===== config.mk =====
export PLATFORM = sky130hd
export DESIGN_NAME = branch_predictor
export DESIGN_NICKNAME = d
export VERILOG_FILES = /design/src/rtl/branch_predictor.sv
export SDC_FILE = /design/constraint.sdc
export NUM_CORES = 2
export LEC_CHECK = 0
export BUFFER_PORTS_ARGS = -buffer_cell sky130_fd_sc_hd__buf_4
export CAP_MARGIN = 20
export CORE_ASPECT_RATIO = 1.1
export CORE_MARGIN = 10
export CORE_UTILIZATION = 60
export CTS_BUF_LIST = sky130_fd_sc_hd__clkbuf_8
export DETAILED_ROUTE_END_ITERATION = 12
export PLACE_DENSITY = 0.78
export SLEW_MARGIN = 20
export SYNTH_ARGS = -nofsm -noshare
export SYNTH_HDL_FRONTEND = slang
export SYNTH_SLANG_ARGS = --single-unit

===== constraint.sdc =====
create_clock -name clk -period 4.45 [get_ports clk]
set_input_delay 0.445 -clock clk [delete_from_list [all_inputs] [get_ports clk]]
set_output_delay 0.445 -clock clk [all_outputs]
set_load 0.005 [all_outputs]

===== src/rtl/branch_predictor.sv =====
// branch_predictor: direct-mapped BTB with 2-bit counters; predicts at fetch, trains and redirects from execute.
module branch_predictor #(
    parameter int ENTRIES    = 16,
    parameter int INDEX_BITS = $clog2(ENTRIES),
    parameter int STAT_BITS  = 16
) (
    input  logic                 clk,
    input  logic                 rst,
    input  logic [31:0]          fetchPC,
    output logic                 predTaken,
    output logic [31:0]          predTarget,
    input  logic                 resolveValid,
    input  logic [31:0]          resolvePC,
    input  logic                 resolveTaken,
    input  logic [31:0]          resolveTarget,
    input  logic                 resolvePredTaken,
    input  logic [31:0]          resolvePredTarget,
    output logic                 mispredict,
    output logic [31:0]          redirectPC,
    output logic [STAT_BITS-1:0] branchCount,
    output logic [STAT_BITS-1:0] mispredictCount
);
    localparam int TAG_BITS = 30 - INDEX_BITS;

    logic                valid_q  [ENTRIES];
    logic                valid_d  [ENTRIES];
    logic [TAG_BITS-1:0] tag_q    [ENTRIES];
    logic [TAG_BITS-1:0] tag_d    [ENTRIES];
    logic [31:0]         target_q [ENTRIES];
    logic [31:0]         target_d [ENTRIES];
    logic [1:0]          ctr_q    [ENTRIES];
    logic [1:0]          ctr_d    [ENTRIES];
    logic [STAT_BITS-1:0] branch_count_q, branch_count_d, mis_count_q, mis_count_d;
    logic [INDEX_BITS-1:0] f_idx, r_idx;
    logic [TAG_BITS-1:0]   f_tag, r_tag;
    logic                  f_hit, r_hit;
    logic [1:0]            r_ctr;

    always_comb begin
        f_idx = fetchPC[INDEX_BITS+1:2];
        f_tag = fetchPC[31:INDEX_BITS+2];
        r_idx = resolvePC[INDEX_BITS+1:2];
        r_tag = resolvePC[31:INDEX_BITS+2];
        f_hit = valid_q[f_idx] && tag_q[f_idx] == f_tag;
        r_hit = valid_q[r_idx] && tag_q[r_idx] == r_tag;
        r_ctr = ctr_q[r_idx];
        predTaken  = !rst && f_hit && ctr_q[f_idx][1];
        predTarget = predTaken ? target_q[f_idx] : fetchPC + 32'd4;
        mispredict = resolveValid && (resolvePredTaken != resolveTaken ||
                     (resolveTaken && resolvePredTarget != resolveTarget));
        redirectPC = (resolveValid && resolveTaken) ? resolveTarget : resolvePC + 32'd4;
        valid_d  = valid_q;
        tag_d    = tag_q;
        target_d = target_q;
        ctr_d    = ctr_q;
        // A not-taken miss leaves the table alone; anything else trains or allocates.
        if (resolveValid && (r_hit || resolveTaken)) begin
            valid_d[r_idx]  = 1'b1;
            tag_d[r_idx]    = r_tag;
            target_d[r_idx] = resolveTaken ? resolveTarget : target_q[r_idx];
            ctr_d[r_idx]    = !r_hit ? 2'b10 :
                              resolveTaken ? (r_ctr == 2'b11 ? 2'b11 : r_ctr + 2'd1) :
                              (r_ctr == 2'b00 ? 2'b00 : r_ctr - 2'd1);
        end
        branch_count_d = branch_count_q + STAT_BITS'(resolveValid && !(&branch_count_q));
        mis_count_d    = mis_count_q + STAT_BITS'(mispredict && !(&mis_count_q));
        branchCount     = branch_count_q;
        mispredictCount = mis_count_q;
    end

    always_ff @(posedge clk) begin
        if (rst) begin
            valid_q        <= '{default: 1'b0};
            tag_q          <= '{default: '0};
            target_q       <= '{default: 32'd0};
            ctr_q          <= '{default: 2'b01};
            branch_count_q <= '0;
            mis_count_q    <= '0;
        end else begin
            valid_q        <= valid_d;
            tag_q          <= tag_d;
            target_q       <= target_d;
            ctr_q          <= ctr_d;
            branch_count_q <= branch_count_d;
            mis_count_q    <= mis_count_d;
        end
    end
endmodule


==> run_results.csv <==
group,metric,value,unit
worst_setup_path,crit_buf_inv,2,
clock_network,postCtsResizedCells,1,
finish,area.growth.synth_to_final,11.1,%
outcome,violations,"setup timing",
grt,grt_pass1_vias,41600,
worst_setup_path,cp-end-kind,"output pin",
routing,firstDrtPassIters,7,
clock_network,clock_sinks,1008,
logic_synthesis,ys_async_sr_fraction,0,
place,port_buffers,230,
sta,drv_slew,0,
place,place.gp.congestion,0.994,
pwr,power,19.4,mW
die,fp.dieW,313,um
die,die_area,0.107,sq mm
finish,mostFrequentLayoutCell,"mux2i_1",
grt,antenna_found_initial,6,
routing,drt.antenna.violating_nets,0,
sta,holdWs,0.236,ns
logic_synthesis,syn_area,0.0567,sq mm
routing,routed_wl,177000,um
logic_synthesis,synthFlopType,"dfxtp_1",
sta,tns,-0.0151,ns
routing,routed_via_density,6.55,
logic_synthesis,ys_warn_count,0,
sta,relSlewSlack,0.222,
worst_setup_path,path_max_fanout,33,
logic_synthesis,syn_inst,4880,
finish,nNetsFinal,5051,
finish,num-fill-cells,7057,
sta,period_share,1.00,
min_path,worstHoldPathType,"input pin to flip-flop",
logic_synthesis,ys_types,63,
pwr,vdd.ir_drop.worst,221,uV
logic_synthesis,ys_ff_latch,1008,
grt,grt_pass1_wl,264000,um
worst_setup_path,worstPathArrival,4.01,ns
place,dpl.hpwl,114000,um
sta,worstMarginPinSlew,1.17,ns
clock_network,cts_setup_buffers,0,
die,start_util,0.603,
worst_setup_path,path_cells,"mux4_2, mux4_2, xnor2_2, nand3_1, nor3_1, and4_2, buf_12, mux2_2, buf_4",
grt,grt_max_degree,175,
clock_network,tritoncts,"yes",
worst_setup_path,crit_required,4.01,ns
clock_network,clockBufferDepth,3,
die,rows,118,
worst_setup_path,slowest_stage,"mux4_2",
sta,fmax,224,MHz
sta,hold_viol_final,0,
sta,fin_ws,-0.00938,ns
sta,rsz0062_at_grt,"no",
logic_synthesis,syn_avg_cell_area,11.6,sq um
worst_setup_path,cp_top_family,"multiplexers",
logic_synthesis,synth_edf_count,0,
routing,num_vias,41200,
routing,initialDrtViolationCount,4801,
finish,layout_common_cells,"mux2i_1 (1045), dfxtp_1 (1008), nand2b_1 (971)",
logic_synthesis,syn_nets,5022,
clock_network,insertion_delay,0.89,ns
place,preCtsSetupSlack,0.100,ns
die,coreArea,0.0939,sq mm
grt,grt_use_total,0.324,
pwr,p_int,14.3,mW
pwr,p_switching,5.13,mW
pwr,p_clk_frac,0.432,
clock_network,cts_buffers,166,
sta,finalSetupViolations,4,
outcome,status,"finished, violations left",
pwr,combPwrFrac,0.099,
clock_network,htreeDepth,4,
logic_synthesis,seq_area_frac_synth,0.356,
sta,min_period,4.46,ns
finish,drive_above_1_share,0.255,
grt,gr-total-overflow,0,
routing,routedWlPerCell,28.1,um
worst_setup_path,critPathLaunchType,"flip-flop",
clock_network,cts_hold_repair.buffers,0,
clock_network,path_clk_slew,0.06,ns
pwr,swShare,0.264,
worst_setup_path,path_class,"flip-flop to output pin",
pwr,leakage,28.3,nW
clock_network,cts_root_buf,"clkbuf_8",
die,io_pins,231,
run,drv_cap,0,
die,die_h,342,um
pwr,p_seq_frac,0.469,
pwr,p_per_area,309,mW/mm^2
worst_setup_path,crit_path_frequent_cell,"mux4_2",
routing,drc,0,
sta,finalClockSkew,0.0786,ns
worst_setup_path,cp_slowest_stage_delay,0.51,ns
[power groups by stage]
| stage | Sequential (mW) | Clock, mW | Combinational, mW |
|---|---|---|---|
| floorplan | 9.31 | 0 | 1.17 |
| global placement | 9.32 | 0 | 1.87 |
| detailed placement | 9.32 | 0 | 1.88 |
| CTS | 9.13 | 8.45 | 1.88 |
| global route | 9.13 | 8.87 | 1.99 |
| finish | 9.13 | 8.40 | 1.92 |
[cell families (layout without fill, tap and decap cells)]
logic type,after synthesis,count (layout),synth area share
other cells,0,1,0
simple gates,1360,1360,0.141
mux,1647,1647,0.417
xor+xnor,161,161,0.0249
buf+inv,561,715,0.0436
flops,1008,1008,0.356
compound gates,132,132,0.0149
fa+ha+maj,11,11,0.00234
[flip-flops by register name, indices dropped and copies added, names as in the netlist]
| signal | flops |
|---|---|
| mispredictCount | 16 |
| target_q | 512 |
| valid_q | 16 |
| branchCount | 16 |
| ctr_q | 32 |
| tag_q | 416 |
[per-stage QoR]
step,area (sq um),std cells,util
2_1_floorplan,56700,4880,-
3_3_place_gp,59500,6001,0.633
3_5_place_dp,59500,6001,0.633
4_1_cts,62900,6294,0.670
5_1_grt,62900,6295,0.670
6_report,62900,6295,0.670
[routing by layer]
layer / wire, um / track usage / share of wire
met5: 68 / 0 / 0.00038
met2: 79500 / 0.496 / 0.45
met1: 69700 / 0.419 / 0.39
met4: 7720 / 0.145 / 0.044
met3: 20100 / 0.101 / 0.11
[synthesized netlist by cell type (all sizes together) (2+ instances only)]
library cell	number	area share
xor2	69	0.011
o221ai	4	0.00062
mux2	36	0.0072
buf	240	0.022
a221oi	2	0.00031
nor3	14	0.0012
xnor2	92	0.014
a21o	2	0.00026
nand4	40	0.0045
mux4	566	0.23
clkbuf	286	0.019
o2111ai	4	0.00062
nand2b	971	0.11
or2	32	0.0035
nand3b	2	0.00026
nor4	11	0.0012
a22oi	3	0.00040
a32oi	3	0.00046
inv	35	0.0023
and2	9	0.00099
mux2i	1045	0.18
maj3	2	0.00035
nand3	53	0.0047
o311ai	2	0.00031
and4	5	0.00077
ha	9	0.0020
nor2	72	0.0048
or3	9	0.00099
o21ai	54	0.0048
a211oi	3	0.00049
dfxtp	1008	0.36
and3	17	0.0019
nor3b	3	0.00040
a21oi	30	0.0027
nor2b	10	0.0011
nand2	109	0.0072
o211ai	6	0.00080
o2bb2ai	4	0.00062
[cell type report]
class | count | area [sq um] | share of cell area
Tap cell | 1260 | 1580 | 0.0251
Clock buffer | 216 | 2970 | 0.0472
Timing Repair Buffer | 387 | 3530 | 0.0560
Inverter | 35 | 134 | 0.00213
Antenna cell | 1 | 2.50 | 0.0000398
Sequential cell | 1008 | 20200 | 0.321
Multi-Input combinational cell | 3311 | 34100 | 0.542
Clock inverter | 77 | 455 | 0.00724
[final timing paths]
path / startpoint / end / slack [ns] / cells past startpoint
max: tag_q[22]$_SDFFE_PP0P_ / predTarget[1] / -0.009 / 9
min: rst / tag_q[114]$_SDFFE_PP0P_ / 0.24 / 3
max reg2reg: tag_q[14]$_SDFFE_PP0P_ / target_q[149]$_SDFFE_PP0P_ / 0.91 / 11
min reg2reg: valid_q[14]$_SDFFE_PP0P_ / valid_q[14]$_SDFFE_PP0P_ / 0.47 / 2
[worst reg2reg max path: cells and delay by family, from the launching register on]
kind | cells | cell delay (ns)
xor+xnor | 1 | 0.35
simple gates | 5 | 1.19
compound gates | 1 | 0.25
buf+inv | 2 | 0.61
mux | 2 | 0.77
flops | 1 | 0.33
Note: power is estimated with default switching activity, not from simulation.
